`src/rtl/div_nonrestoring_seq.sv`:
```
// Sequential unsigned non-restoring divider: one quotient bit per cycle,
// start/busy/done handshake, divide-by-zero flagged with saturated quotient.
module div_nonrestoring_seq #(
  parameter int A_W = 8,
  parameter int B_W = 4
) (
  input  logic           clk,
  input  logic           rst_n,
  input  logic           start,
  input  logic [A_W-1:0] dividend,
  input  logic [B_W-1:0] divisor,
  output logic           busy,
  output logic           done,
  output logic [A_W-1:0] quotient,
  output logic [B_W-1:0] remainder,
  output logic           dbz
);

  localparam int CNT_W = $clog2(A_W + 1);

  typedef enum logic [1:0] {IDLE, ITER, FIX, DONE} state_t;

  state_t         state_q, state_d;
  logic [B_W:0]   p_q, p_d;
  logic [A_W-1:0] q_q, q_d;
  logic [B_W-1:0] d_q, d_d;
  logic [CNT_W-1:0] cnt_q, cnt_d;
  logic           dbz_flag_q, dbz_flag_d;
  logic [A_W-1:0] quotient_q, quotient_d;
  logic [B_W-1:0] remainder_q, remainder_d;
  logic           dbz_q, dbz_d;

  logic [B_W:0]   d_ext, p_sh, p_iter, p_fix;

  // P is kept modulo 2^(B_W+1); its true value always lies in [-D, D).
  assign d_ext  = {1'b0, d_q};
  assign p_sh   = {p_q[B_W-1:0], q_q[A_W-1]};
  assign p_iter = p_q[B_W] ? (p_sh + d_ext) : (p_sh - d_ext);
  assign p_fix  = p_q[B_W] ? (p_q + d_ext) : p_q;

  always_ff @(posedge clk or negedge rst_n) begin
    if (!rst_n) begin
      state_q     <= IDLE;
      p_q         <= '0;
      q_q         <= '0;
      d_q         <= '0;
      cnt_q       <= '0;
      dbz_flag_q  <= 1'b0;
      quotient_q  <= '0;
      remainder_q <= '0;
      dbz_q       <= 1'b0;
    end else begin
      state_q     <= state_d;
      p_q         <= p_d;
      q_q         <= q_d;
      d_q         <= d_d;
      cnt_q       <= cnt_d;
      dbz_flag_q  <= dbz_flag_d;
      quotient_q  <= quotient_d;
      remainder_q <= remainder_d;
      dbz_q       <= dbz_d;
    end
  end

  always_comb begin
    state_d     = state_q;
    p_d         = p_q;
    q_d         = q_q;
    d_d         = d_q;
    cnt_d       = cnt_q;
    dbz_flag_d  = dbz_flag_q;
    quotient_d  = quotient_q;
    remainder_d = remainder_q;
    dbz_d       = dbz_q;
    case (state_q)
      IDLE: begin
        if (start) begin
          d_d        = divisor;
          q_d        = dividend;
          p_d        = '0;
          cnt_d      = CNT_W'(A_W);
          dbz_flag_d = (divisor == '0);
          // Divide-by-zero still passes through FIX so its done lands two cycles out.
          state_d    = (divisor == '0) ? FIX : ITER;
        end
      end
      ITER: begin
        p_d   = p_iter;
        q_d   = {q_q[A_W-2:0], ~p_iter[B_W]};
        cnt_d = cnt_q - CNT_W'(1);
        if (cnt_q == CNT_W'(1)) begin
          state_d = FIX;
        end
      end
      FIX: begin
        p_d         = p_fix;
        quotient_d  = dbz_flag_q ? '1 : q_q;
        remainder_d = dbz_flag_q ? '0 : p_fix[B_W-1:0];
        dbz_d       = dbz_flag_q;
        state_d     = DONE;
      end
      DONE: begin
        state_d = IDLE;
      end
      default: begin
        state_d = IDLE;
      end
    endcase
  end

  always_comb begin
    busy = 1'b0;
    done = 1'b0;
    case (state_q)
      ITER, FIX: busy = 1'b1;
      DONE:      done = 1'b1;
      default: ;
    endcase
  end

  assign quotient  = quotient_q;
  assign remainder = remainder_q;
  assign dbz       = dbz_q;

endmodule
```
`config.mk`:
```
export PLATFORM = sky130hd
export DESIGN_NAME = div_nonrestoring_seq
export DESIGN_NICKNAME = d
export VERILOG_FILES = /design/src/rtl/div_nonrestoring_seq.sv
export SDC_FILE = /design/constraint.sdc
export NUM_CORES = 1
export LEC_CHECK = 0
export CORE_UTILIZATION = 57
export DETAILED_ROUTE_END_ITERATION = 8
export DONT_BUFFER_PORTS = 1
export MAX_ROUTING_LAYER = met4
export PLACE_DENSITY = 0.75
export SYNTH_ARGS = -nofsm -noshare
export SYNTH_HDL_FRONTEND = slang
export SYNTH_SLANG_ARGS = --single-unit
```
`constraint.sdc`:
```
create_clock -name clk -period 1.9 [get_ports clk]
set_input_delay 0.38 -clock clk [delete_from_list [all_inputs] [get_ports clk]]
set_output_delay 0.38 -clock clk [all_outputs]
set_load 0.005 [all_outputs]
```
# Yosys cells after proc, flatten, opt, wreduce, memory -nomap -nowiden
# Index checks and enable logic that the tools add are counted.
# classes
eq_ne	6
muxes	16
n_addsub	4
bitwise_logic	1
n_reduce_logical	9
# op_table
op	n
$mux W8	2
$pmux W8 S2	1
$mux W5	3
$pmux W5 S3	1
$add A5 B4 Y5	2
$mux W4	2
$pmux W2 S4	1
$pmux W4 S2	1
$reduce_and A2 Y1	4
$mux W2	3
$sub A5 B4 Y5	1
$eq A2 B2 Y1 const B	2
$eq A4 B1 Y1 const B	1
$logic_not A4 Y1	1
$ne A2 B2 Y1 const B	2
$sub A4 B1 Y4 const B	1
$reduce_bool A3 Y1	1
$eq A2 B1 Y1 const B	1
$logic_not A2 Y1	1
$mux W1	2
$reduce_bool A2 Y1	1
$reduce_or A2 Y1	1
$not A1 Y1	1
# totals
word_cells	45
ff_bits	37
out_inout_bits	15

# Longest topological paths before layout
# logic_depth
word_depth	4
ltp_mapped	10
depth_no_buf	10

# Worst setup path before layout
# No wires, ideal clock.
# synth_path
path_type	register to register
from	register d_q[1]
to	register q_q[0]
t_arrival_ns	1.890
slack_ns	-0.113
required_ns	1.778
stages_incl_launch_ff	11
setup_time_ns	0.122
path_buffers	0
cell_sequence	dfrtp_1 > inv_1 > ha_1 > mux2_2 > inv_1 > fa_1 > nor2b_1 > o21a_1 > o211ai_2 > a31oi_1 > o21ai_1
# synth_between
elab_chain_cells	4
elab_cells_between_ends	5
# synth_rtl
element	line	source
from (decl)	26	logic [B_W-1:0] d_q, d_d;
from (signal assigned)	46	d_q <= '0;
from (signal assigned)	56	d_q <= d_d;
$sub A5 B4 Y5 or $add A5 B4 Y5 (tied branches)	38	assign p_iter = p_q[B_W] ? (p_sh + d_ext) : (p_sh - d_ext);
$mux W5 *	38	
$not A1 Y1 *	89	q_d = {q_q[A_W-2:0], ~p_iter[B_W]};
$pmux W8 S2 *	75	case (state_q)
to (signal assigned)	55	q_q <= q_d;
to (decl)	25	logic [A_W-1:0] q_q, q_d;
# Every way passes the cells marked *; elsewhere a longest branch is shown, timed or not.
# A chain may end at the register's enable or synchronous reset.

# Worst setup path in the final report
# layout_path
from	register d_q[0]
to	register p_q[3]
# layout_between
elab_chain_cells	3
elab_cells_between_ends	6
# layout_rtl
element	line	source
$add A5 B4 Y5, or another cell as far along	39	assign p_fix = p_q[B_W] ? (p_q + d_ext) : p_q;
$mux W5 (on tied branches)	39, 38	
$pmux W5 S3 *	75	
to (signal assigned)	54	p_q <= p_d;
to (decl)	24	logic [B_W:0] p_q, p_d;
# Marked as above.

==> out/results.ini <==
[sta]
fmax_ghz=0.506
holdWs_ns=0.239
final.setup_skew_ns=0.00392
relSlewSlack=0.661
layout_min_cycle_time_ns=1.98
fin_setup_tns_ns=-0.169
fin_crit_sh=1.04
hold_violations=0
drv_slew=0
finalSetupViolations=4
fin_ws_ns=-0.0757
rsz0062_at_grt=true
tightest_slew_ns=0.504

[place]
dp_hpwl_um=3500
port_buffers=0
gp_congestion=0.905
place_area_um2=2280
dp.cells=271

[outcome]
violations=setup timing
status=complete, but fails checks

[final_layout]
final_util=0.723
final_net_count=269
diodes=0
fin_area_um2=2510
area_growth_pct=16.7
drive_gt1_frac=0.228
layoutNonFillerInstCount=283

[critical_path]
crit_path_start_kind=register
crit_type=register to register
crit_required_ns=2.12
reg2reg_depth=9
critPathMaxStageDelay_ns=0.40
worst-path-buf-inv=1
worstPathMaxFanout=3
crit_slowest_cell=dfrtp_1
crit_chain=inv_2 -> ha_4 -> mux2_4 -> ha_4 -> a21o_1 -> a21oi_2 -> xnor2_1 -> a21oi_1 -> o21ai_1
crit_arrival_ns=2.19
end_kind=register
cp_top_family=compound AO/OA/AOI/OAI gates
cp.depth=9
path_common_cell=ha_4

[routing]
drt-total-wl_um=5040
firstDrtPassIters=4
route.detailed.drc=0
first_iter_violations=118
wl_per_cell_um=17.8
postRouteAntennaNets=0
vias_per_cell=6.06
vias=1715

[worst_hold_path]
hold_path_class=primary input to register
whs_path_depth=1

[floorplan]
floorplan.initialDensity=0.619
fp.dieH_um=63.4
core.rowCount=21
core_area_um2=3470
die-area_um2=4020
fp.dieW_um=63.4
io_pins=30

[synthesis]
yosys-top-cells-count=dfrtp_1, nand2_1, o21ai_0
synthCells=218
ys.flop_type=dfrtp_1
avgSynthCellArea_um2=9.85
syn_nets=251
async_flop_share=1.00
synth_top_cell_by_area=dfrtp_1
ys_ff_latch=37
synth_most_common_cell=dfrtp_1
netlist_area_um2=2150
synth_top_cell_area_share=0.431
ys_warn_count=0
synth_edf_count=0
synth_area_leaders=dfrtp_1, ha_1, mux2i_1
yosysSeqAreaShare=0.431
synth_cell_types=43

[global_route]
antenna_found_initial=0
grt_first_pass_wirelength_um=8560
grt_usage=0.290
overflow=0
grt_max_degree=38
grt_pass1_vias=1830

[power_and_ir_drop]
vdd_drop_max_mv=1.01
p_leak_nw=1.12
p_per_area_nw_per_um2=1960

[clock_network]
insertion_delay_ns=0.29
cts_htree_levels=2
clock_sinks=37
cts_tree=done
ctsLongestPathBuffers=2
clock-root-buffer=clkbuf_8
clkTransAtPathRegs_ns=0.07
cts_buffers=5

[flow_run]
drv_cap=0

power by group:
part	internal, mW	leakage [nW]	total [mW]	switching, mW
sequential	1.15	0.456	1.49	0.337
clock	0.427	0.0574	0.711	0.284
combinational	1.26	0.610	2.71	1.44
metal layers:
layer	global-route usage	routed length [um]
met1	0.338	2090
met2	0.467	2520
met3	0.0670	191
met4	0.145	231
met5	-	0
worst reg2reg max path, cell delays in order, from the launching register on:
cell	delay, ns
dfrtp_1	0.40
inv_2	0.08
ha_4	0.19
mux2_4	0.30
ha_4	0.21
a21o_1	0.19
a21oi_2	0.15
xnor2_1	0.15
a21oi_1	0.09
o21ai_1	0.15
final cells by class:
class / count / area (um^2)
inverter: 16 / 60.1
timing repair buffer: 20 / 165
sequential: 37 / 926
clock inverter: 2 / 37.5
multi-input combinational: 156 / 1180
fill: 262 / 962
clock buffer: 6 / 82.6
tap: 46 / 57.6
cells by family (layout without fill, tap and decap cells):
group           count (synthesis)  after routing  synth area share
fa+ha+maj                      18             18             0.112
compound gates                 52             52             0.154
buf+inv                        25             44            0.0524
mux                            19             19            0.0932
flops                          37             37             0.431
simple gates                   62             62             0.136
xor+xnor                        5              5            0.0204
registers in the layout, summed over array words and instances (netlist names):
signal	count
quotient	8
dbz	1
p_q	5
cnt_q	4
d_q	4
q_q	8
state_q	2
remainder	4
dbz_flag_q	1
cells in the final DEF, fill, tap and decap left out, types with 3 or more instances in the layout:
master	instances
clkbuf_8	6
nor2b_1	3
inv_1	12
o21ai_2	3
mux2i_1	11
o21ai_1	3
nand3_1	5
buf_4	18
inv_2	4
a21oi_1	9
nor2_1	14
dfrtp_1	37
o2bb2ai_1	3
ha_1	14
xnor2_1	3
nand2_1	26
mux2_2	7
o21ai_0	16
what timing repair did:
| action | 4_1_cts | 5_1_grt |
|---|---|---|
| hold buffers | 2 | 0 |
| pin swaps | 7 | 9 |
| gates resized for setup | 7 | 10 |
| setup buffers | 2 | 0 |
| endpoints found under the hold margin | 37 | 0 |
| endpoints found under the setup margin | 4 | 5 |
path summary, 6_finish.rpt:
path	startpoint	endpoint	slack, ns
min reg2reg	remainder[1]$_DFFE_PN0P_	remainder[1]$_DFFE_PN0P_	0.52
max reg2reg	d_q[0]$_DFFE_PN0P_	p_q[3]$_DFFE_PN0P_	-0.08
min in group asynchronous	rst_n	p_q[4]$_DFFE_PN0P_	0.58
min	divisor[0]	d_q[0]$_DFFE_PN0P_	0.24
max	d_q[0]$_DFFE_PN0P_	p_q[3]$_DFFE_PN0P_	-0.08
max in group asynchronous	rst_n	q_q[1]$_DFFE_PN0P_	1.14
through the flow:
stage,worst slack [ns],power (mW)
after global placement,-0.0110,3.75
after global routing,-0.139,5.27
after detailed placement,-0.0658,3.89
final,-0.0757,4.90
after CTS,-0.0352,4.75
after floorplan,-0.00848,3.19
(Power assumes the default switching activity.)
